--- config.mk ---
export PLATFORM = sky130hd
export DESIGN_NAME = mt9v032_window
export DESIGN_NICKNAME = d
export VERILOG_FILES = /design/src/rtl/mt9v032_window.sv
export SDC_FILE = /design/constraint.sdc
export NUM_CORES = 1
export LEC_CHECK = 0
export ABC_AREA = 0
export BUFFER_PORTS_ARGS = -buffer_cell sky130_fd_sc_hd__buf_2
export CAP_MARGIN = 30
export CORE_ASPECT_RATIO = 1.2
export CORE_MARGIN = 2
export CORE_UTILIZATION = 52
export CTS_BUF_LIST = sky130_fd_sc_hd__clkbuf_16
export CTS_CLUSTER_SIZE = 40
export DETAILED_ROUTE_END_ITERATION = 8
export GPL_TIMING_DRIVEN = 0
export PLACE_DENSITY_LB_ADDON = 0.12
export RECOVER_POWER = 50
export SLEW_MARGIN = 20
export SYNTH_ARGS = -nofsm -noshare
export SYNTH_HDL_FRONTEND = slang
export SYNTH_SLANG_ARGS = --single-unit
--- constraint.sdc ---
create_clock -name clk -period 3.5 [get_ports clk]
set_clock_uncertainty 0.15 [all_clocks]
set_input_delay 0.35 -clock clk [delete_from_list [all_inputs] [get_ports clk]]
set_output_delay 0.35 -clock clk [all_outputs]
set_load 0.02 [all_outputs]
--- src/rtl/mt9v032_window.sv ---
// mt9v032_window: crops a rectangular window out of an MT9V032 line/frame-valid pixel stream.
// Optional per-frame geometry statistics are enabled by defining MT9V032_WINDOW_STATS_EN.
module mt9v032_window #(
    parameter int COL_START = 0,
    parameter int COL_COUNT = 752,
    parameter int ROW_START = 0,
    parameter int ROW_COUNT = 480
) (
    input  logic       clk,
    input  logic       rst_n,
    input  logic [9:0] px,
    input  logic       line_valid,
    input  logic       frame_valid,
    output logic [9:0] out_px,
    output logic       out_valid,
    output logic       out_sof,
    output logic       out_eol,
    output logic       out_eof,
    output logic [9:0] stat_width,
    output logic [8:0] stat_height,
    output logic       stat_err,
    output logic       stat_valid
);
    localparam logic [10:0] CS = 11'(COL_START);
    localparam logic [10:0] CL = 11'(COL_START + COL_COUNT - 1);
    localparam logic [9:0]  RS = 10'(ROW_START);
    localparam logic [9:0]  RL = 10'(ROW_START + ROW_COUNT - 1);
    logic       fv_d, primed, armed, q_d;
    logic [9:0] col_cnt;
    logic [8:0] row_cnt;
    logic       rise, q, line_end, hit;
    logic [9:0] col;
    logic [8:0] row;
    // primed keeps a frame_valid already high at reset release from looking like a rise
    always_comb begin
        rise     = frame_valid && !fv_d && primed;
        q        = line_valid && frame_valid && (armed || rise);
        line_end = q_d && !q;
        col      = rise ? '0 : col_cnt;
        row      = rise ? '0 : row_cnt;
        hit      = q && {1'b0, col} >= CS && {1'b0, col} <= CL
                     && {1'b0, row} >= RS && {1'b0, row} <= RL;
    end
    always_ff @(posedge clk or negedge rst_n) begin
        if (!rst_n) begin
            fv_d      <= 1'b0;
            primed    <= 1'b0;
            armed     <= 1'b0;
            q_d       <= 1'b0;
            col_cnt   <= '0;
            row_cnt   <= '0;
            out_px    <= '0;
            out_valid <= 1'b0;
            out_sof   <= 1'b0;
            out_eol   <= 1'b0;
            out_eof   <= 1'b0;
        end else begin
            fv_d      <= frame_valid;
            primed    <= 1'b1;
            armed     <= armed || rise;
            q_d       <= q;
            col_cnt   <= q ? ((&col) ? col : col + 10'd1) : ((line_end || rise) ? '0 : col_cnt);
            row_cnt   <= rise ? '0 : ((line_end && !(&row_cnt)) ? row_cnt + 9'd1 : row_cnt);
            out_px    <= hit ? px : '0;
            out_valid <= hit;
            out_sof   <= hit && {1'b0, col} == CS && {1'b0, row} == RS;
            out_eol   <= hit && {1'b0, col} == CL;
            out_eof   <= hit && {1'b0, col} == CL && {1'b0, row} == RL;
        end
    end
`ifdef MT9V032_WINDOW_STATS_EN
    logic       fall, have_first, err, err_now;
    logic [9:0] last_len, first_len, len_now;
    logic [8:0] height_now;
    // a line ending on the frame_valid fall itself must be folded into that frame's stats
    always_comb begin
        fall       = fv_d && !frame_valid && armed;
        len_now    = line_end ? col_cnt : last_len;
        err_now    = err || (line_end && have_first && col_cnt != first_len);
        height_now = (line_end && !(&row_cnt)) ? row_cnt + 9'd1 : row_cnt;
    end
    always_ff @(posedge clk or negedge rst_n) begin
        if (!rst_n) begin
            have_first  <= 1'b0;
            err         <= 1'b0;
            last_len    <= '0;
            first_len   <= '0;
            stat_width  <= '0;
            stat_height <= '0;
            stat_err    <= 1'b0;
            stat_valid  <= 1'b0;
        end else begin
            have_first  <= rise ? 1'b0 : (have_first || line_end);
            err         <= rise ? 1'b0 : err_now;
            last_len    <= len_now;
            first_len   <= (line_end && !have_first) ? col_cnt : first_len;
            stat_valid  <= fall;
            stat_width  <= fall ? len_now : stat_width;
            stat_height <= fall ? height_now : stat_height;
            stat_err    <= fall ? err_now : stat_err;
        end
    end
`else
    assign stat_width  = '0;
    assign stat_height = '0;
    assign stat_err    = 1'b0;
    assign stat_valid  = 1'b0;
`endif
endmodule

==> report_table.html <==
<table>
<tr><th>Metric</th><th>Value</th></tr>
<tr><th colspan="2">Yosys</th></tr>
<tr><td>Most used flip-flop cell after synthesis</td><td>dfrtp_1</td></tr>
<tr><td>Post-synthesis cell count</td><td>around 200</td></tr>
<tr><td>Synthesized area divided by synthesized cell count</td><td>9.89 µm²</td></tr>
<tr><td>Number of enable flip-flop cells after synthesis</td><td>0</td></tr>
<tr><td>Combined area of all synthesized cells</td><td>1930 µm²</td></tr>
<tr><td>Post-synthesis async set-or-reset flop share</td><td>between 90% and 100%</td></tr>
<tr><td>FF+latch count, synth</td><td>37</td></tr>
<tr><td>Share of Yosys cell area claimed by the top area cell type</td><td>48.0%</td></tr>
<tr><td>Leading post-synthesis cells by cell area</td><td>dfrtp_1 (48%), buf_4 (8.2%), and2_1 (3.6%), nor2_1 (3.3%), xor2_1 (2.7%)</td></tr>
<tr><td>Dominant cell type by area after synthesis</td><td>dfrtp_1</td></tr>
<tr><td>Sequential fraction of the synthesis area</td><td>48.0%</td></tr>
<tr><td>Distinct cell type count of the synthesized netlist</td><td>42</td></tr>
<tr><td>Synth Warn #</td><td>0</td></tr>
<tr><th colspan="2">Timing</th></tr>
<tr><td>Least-Margin Pin Slew</td><td>1.92 ns</td></tr>
<tr><td>Post-route setup TNS</td><td>0 ns</td></tr>
<tr><td>Final Max Tran Viols</td><td>38</td></tr>
<tr><td>Slew headroom</td><td>-28.1%</td></tr>
<tr><td>Number of endpoints with negative hold slack in the final report</td><td>0</td></tr>
<tr><td>Final period util</td><td>a little under nine tenths</td></tr>
<tr><td>Min Tclk post-route</td><td>3.02 ns</td></tr>
<tr><td>Setup-violating endpoint count in the final report</td><td>0</td></tr>
<tr><td>Upper clock frequency limit</td><td>approximately 330 MHz</td></tr>
<tr><td>Setup repair after global routing missed its margin</td><td>false</td></tr>
<tr><th colspan="2">Die</th></tr>
<tr><td>Initial Utilization</td><td>a little over half</td></tr>
<tr><td>I/O pin count</td><td>between 40 and 50</td></tr>
<tr><td>Placeable core region</td><td>3600 µm²</td></tr>
<tr><td>Die footprint</td><td>~4200 µm²</td></tr>
<tr><td>Site row count</td><td>24</td></tr>
<tr><td>Die outline width</td><td>roughly 60 µm</td></tr>
<tr><td>Vert. Die Dim</td><td>70.7 µm</td></tr>
<tr><th colspan="2">Drt</th></tr>
<tr><td>Drt initial violations</td><td>60</td></tr>
<tr><td>Remaining DRCs</td><td>0</td></tr>
<tr><td>Vias per cell</td><td>5.19</td></tr>
<tr><td>Final routed wirelength across all metal layers</td><td>~3900 µm</td></tr>
<tr><td>Number of nets with antenna violations after routing</td><td>0</td></tr>
<tr><td>WL/cell</td><td>about 14 µm</td></tr>
<tr><td>Routed via count</td><td>1495</td></tr>
<tr><td>Router iterations before antenna repair</td><td>4</td></tr>
<tr><th colspan="2">Power and ir drop</th></tr>
<tr><td>Static Leakage</td><td>0.00120 µW</td></tr>
<tr><td>Switching power share of the total</td><td>between 20% and 30%</td></tr>
<tr><td>Clk pwr share</td><td>43.4%</td></tr>
<tr><td>PnR Total Power</td><td>1140 µW</td></tr>
<tr><td>Internal power contribution</td><td>around 850 µW</td></tr>
<tr><td>Power density normalized to cell area</td><td>488 nW/µm²</td></tr>
<tr><td>Portion of total power attributed to combinational logic</td><td>14.1%</td></tr>
<tr><td>Peak ir drop on the vdd network</td><td>roughly 340 µV</td></tr>
<tr><td>Part of the total power dissipated in sequential elements</td><td>42.5%</td></tr>
<tr><td>Switching power of the nets</td><td>around 290 µW</td></tr>
<tr><th colspan="2">Place</th></tr>
<tr><td>Routability cong.</td><td>0.849</td></tr>
<tr><td>Post-detailed-placement half-perimeter wirelength</td><td>2780 µm</td></tr>
<tr><td>Number of input and output port buffers inserted</td><td>27</td></tr>
<tr><th colspan="2">Worst setup path</th></tr>
<tr><td>Critical path start-end classification</td><td>reg2reg</td></tr>
<tr><td>Origin of the critical flop-to-flop path</td><td>primed$_DFF_PN0_</td></tr>
<tr><td>Endpoint arrival time on the critical path</td><td>between 3 and 4 ns</td></tr>
<tr><td>Required time reported for the critical path endpoint</td><td>3.54 ns</td></tr>
<tr><td>Crit. End Element</td><td>flop</td></tr>
<tr><td>Startpoint type of the worst setup path</td><td>flop</td></tr>
<tr><td>Capture point of the worst reg-to-reg path</td><td>col_cnt[5]$_DFFE_PN0P_</td></tr>
<tr><td>Register-to-register path setup slack</td><td>0.48 ns</td></tr>
<tr><td>Worst reg2reg path depth</td><td>10</td></tr>
<tr><td>Worst-path maximum fanout</td><td>10</td></tr>
<tr><th colspan="2">Clocking</th></tr>
<tr><td>Clock slew at reported path FFs</td><td>0.06 ns</td></tr>
<tr><td>Clock network latency to the later pin of the worst-skew pair</td><td>approximately 0.28 ns</td></tr>
<tr><td>TritonCTS Buffers</td><td>5</td></tr>
<tr><td>Clock tree from TritonCTS</td><td>done</td></tr>
<tr><td>Library cell used as clock root buffer</td><td>clkbuf_16</td></tr>
<tr><td>Number of sinks handled by clock tree synthesis</td><td>37</td></tr>
<tr><td>PostCTS Resize Cnt</td><td>0</td></tr>
<tr><td>Cts-stage hold buffer count</td><td>0</td></tr>
<tr><td>Postcts setup bufs</td><td>0</td></tr>
<tr><td>Clock Path Buffers</td><td>2</td></tr>
<tr><td>Clock H-tree levels</td><td>2</td></tr>
<tr><th colspan="2">Outcome</th></tr>
<tr><td>Violations in the final reports</td><td>capacitance limit, slew limit</td></tr>
<tr><td>Status</td><td>finished with violations</td></tr>
<tr><th colspan="2">Global routing</th></tr>
<tr><td>Total global-route track usage</td><td>between 20% and 30%</td></tr>
<tr><td>Wire length of the first global-routing pass</td><td>between 6000 and 7000 µm</td></tr>
<tr><td>Vias in the first global route</td><td>1401</td></tr>
<tr><td>Initial antenna violation count</td><td>0</td></tr>
<tr><td>Total congestion overflow after global routing</td><td>0</td></tr>
<tr><td>Maximum number of pins on one net before global-route repair</td><td>38</td></tr>
<tr><th colspan="2">Cells and area</th></tr>
<tr><td>Count of nets after finishing</td><td>roughly 270</td></tr>
<tr><td>Layout overhead on the synthesized area</td><td>21.3%</td></tr>
<tr><td>Antenna Diode Count</td><td>0</td></tr>
<tr><td>Share of post-route cells with drive strength above 1</td><td>22.1%</td></tr>
<tr><th colspan="2">Hold path</th></tr>
<tr><td>Cells on Worst Hold Path</td><td>1</td></tr>
<tr><td>Path category of the worst min-delay check</td><td>in2reg</td></tr>
<tr><td>Hold Path End</td><td>fv_d$_DFF_PN0_</td></tr>
<tr><td>Launch instance of the worst min-delay path</td><td>frame_valid</td></tr>
<tr><th colspan="2">Job</th></tr>
<tr><td>Maxcap violations</td><td>1</td></tr>
</table>
[metal layers]
metal	routed length (µm)	vias up	track usage [%]	share of wire [%]
li1	-	744	-	-
met2	1930	36	31.4	49
met5	0	-	0	0
met4	92	0	10.1	2.3
met3	157	9	6.95	4.0
met1	1760	706	28.2	45
[state kept, by name, indices dropped and copies added (netlist names)]
register	flops
fv_d	1
col_cnt	10
q_d	1
out_px	10
out_sof	1
armed	1
out_eof	1
primed	1
row_cnt	9
out_valid	1
out_eol	1
[metrics by stage]
stage	cell area, µm²	hold slack, ns	instances	util [%]	setup WS, ns
after floorplan	2000	-0.0956	215	-	0.878
after global placement	2190	0.320	281	60.7	0.392
after detailed placement	2190	0.326	281	60.7	0.397
after CTS	2350	0.0429	288	65.1	0.488
after global routing	2340	0.0973	288	64.9	0.196
final	2340	0.0961	288	64.9	0.481
[area by class of cell]
class / instances / area, µm²
fill: 295 / 1260
sequential: 37 / 926
multi-input combinational: 144 / 855
buffer: 30 / 208
timing repair buffer: 27 / 126
clock buffer: 5 / 125
tap: 39 / 48.8
clock inverter: 2 / 35.0
inverter: 4 / 15.0
[synth_stat cells (2+ instances only)]
| cell type | instances |
|---|---|
| nand2_1 | 11 |
| o22ai_1 | 3 |
| nand4_1 | 3 |
| nand3_1 | 7 |
| or3_1 | 2 |
| nand3b_1 | 3 |
| mux2i_1 | 3 |
| nand4b_1 | 4 |
| dfrtp_1 | 37 |
| o21ai_0 | 2 |
| a31oi_1 | 2 |
| buf_4 | 21 |
| xnor2_1 | 2 |
| and2_1 | 11 |
| nor3b_1 | 2 |
| and3_1 | 6 |
| nor2_1 | 17 |
| a21oi_1 | 6 |
| nor3_1 | 6 |
| ha_1 | 4 |
| nor4_1 | 8 |
| inv_1 | 3 |
| clkbuf_1 | 6 |
| xor2_1 | 6 |
| buf_6 | 2 |
| conb_1 | 2 |
[cells by family after synthesis]
group / synth area share (%)
AND/OR/NAND/NOR: 24.9
flip-flops: 48.0
buffers and inverters: 11.6
AO/OA/AOI/OAI: 7.33
XOR/XNOR: 3.63
adder cells (fa/ha/maj): 2.60
multiplexers: 1.56
other: 0.390
[power groups by stage]
stage / Clock, µW / Combinational, µW / Sequential, µW
floorplan: 0 / 109 / 496
global placement: 0 / 158 / 489
detailed placement: 0 / 161 / 490
CTS: 502 / 162 / 484
global route: 527 / 182 / 489
finish: 496 / 161 / 484
[critical path: stages, from the launching register on]
cell	delay [ns]
dfrtp_1	0.38
nand3b_1	0.12
clkbuf_1	0.37
nand2_1	0.20
inv_1	0.09
ha_1	0.21
nand4_1	0.25
or4b_4	0.59
buf_6	0.16
a21o_1	0.18
a311oi_1	0.24
[worst max-delay path by stage]
stage                           from                      to  depth (start not counted)
floorplan           primed$_DFF_PN0_  col_cnt[5]$_DFFE_PN0P_                         10
global placement         frame_valid  col_cnt[5]$_DFFE_PN0P_                         11
detailed placement       frame_valid  col_cnt[5]$_DFFE_PN0P_                         11
CTS                 primed$_DFF_PN0_  col_cnt[5]$_DFFE_PN0P_                         10
global route          fv_d$_DFF_PN0_  col_cnt[5]$_DFFE_PN0P_                         10
finish              primed$_DFF_PN0_  col_cnt[5]$_DFFE_PN0P_                         10
[cell usage in the layout, fill, tap and decap left out, types with 5 or more instances in the layout]
cell,Yosys,routed
dfrtp_1,37,37
conb_1,2,22
buf_2,1,21
buf_4,21,21
nor2_1,17,17
clkbuf_1,6,13
nand2_1,11,11
and2_1,11,11
nor4_1,8,8
nand3_1,7,7
and3_1,6,6
a21oi_1,6,6
xor2_1,6,6
nor3_1,6,6
clkbuf_16,0,5
Power figures use the tool's default switching activity.
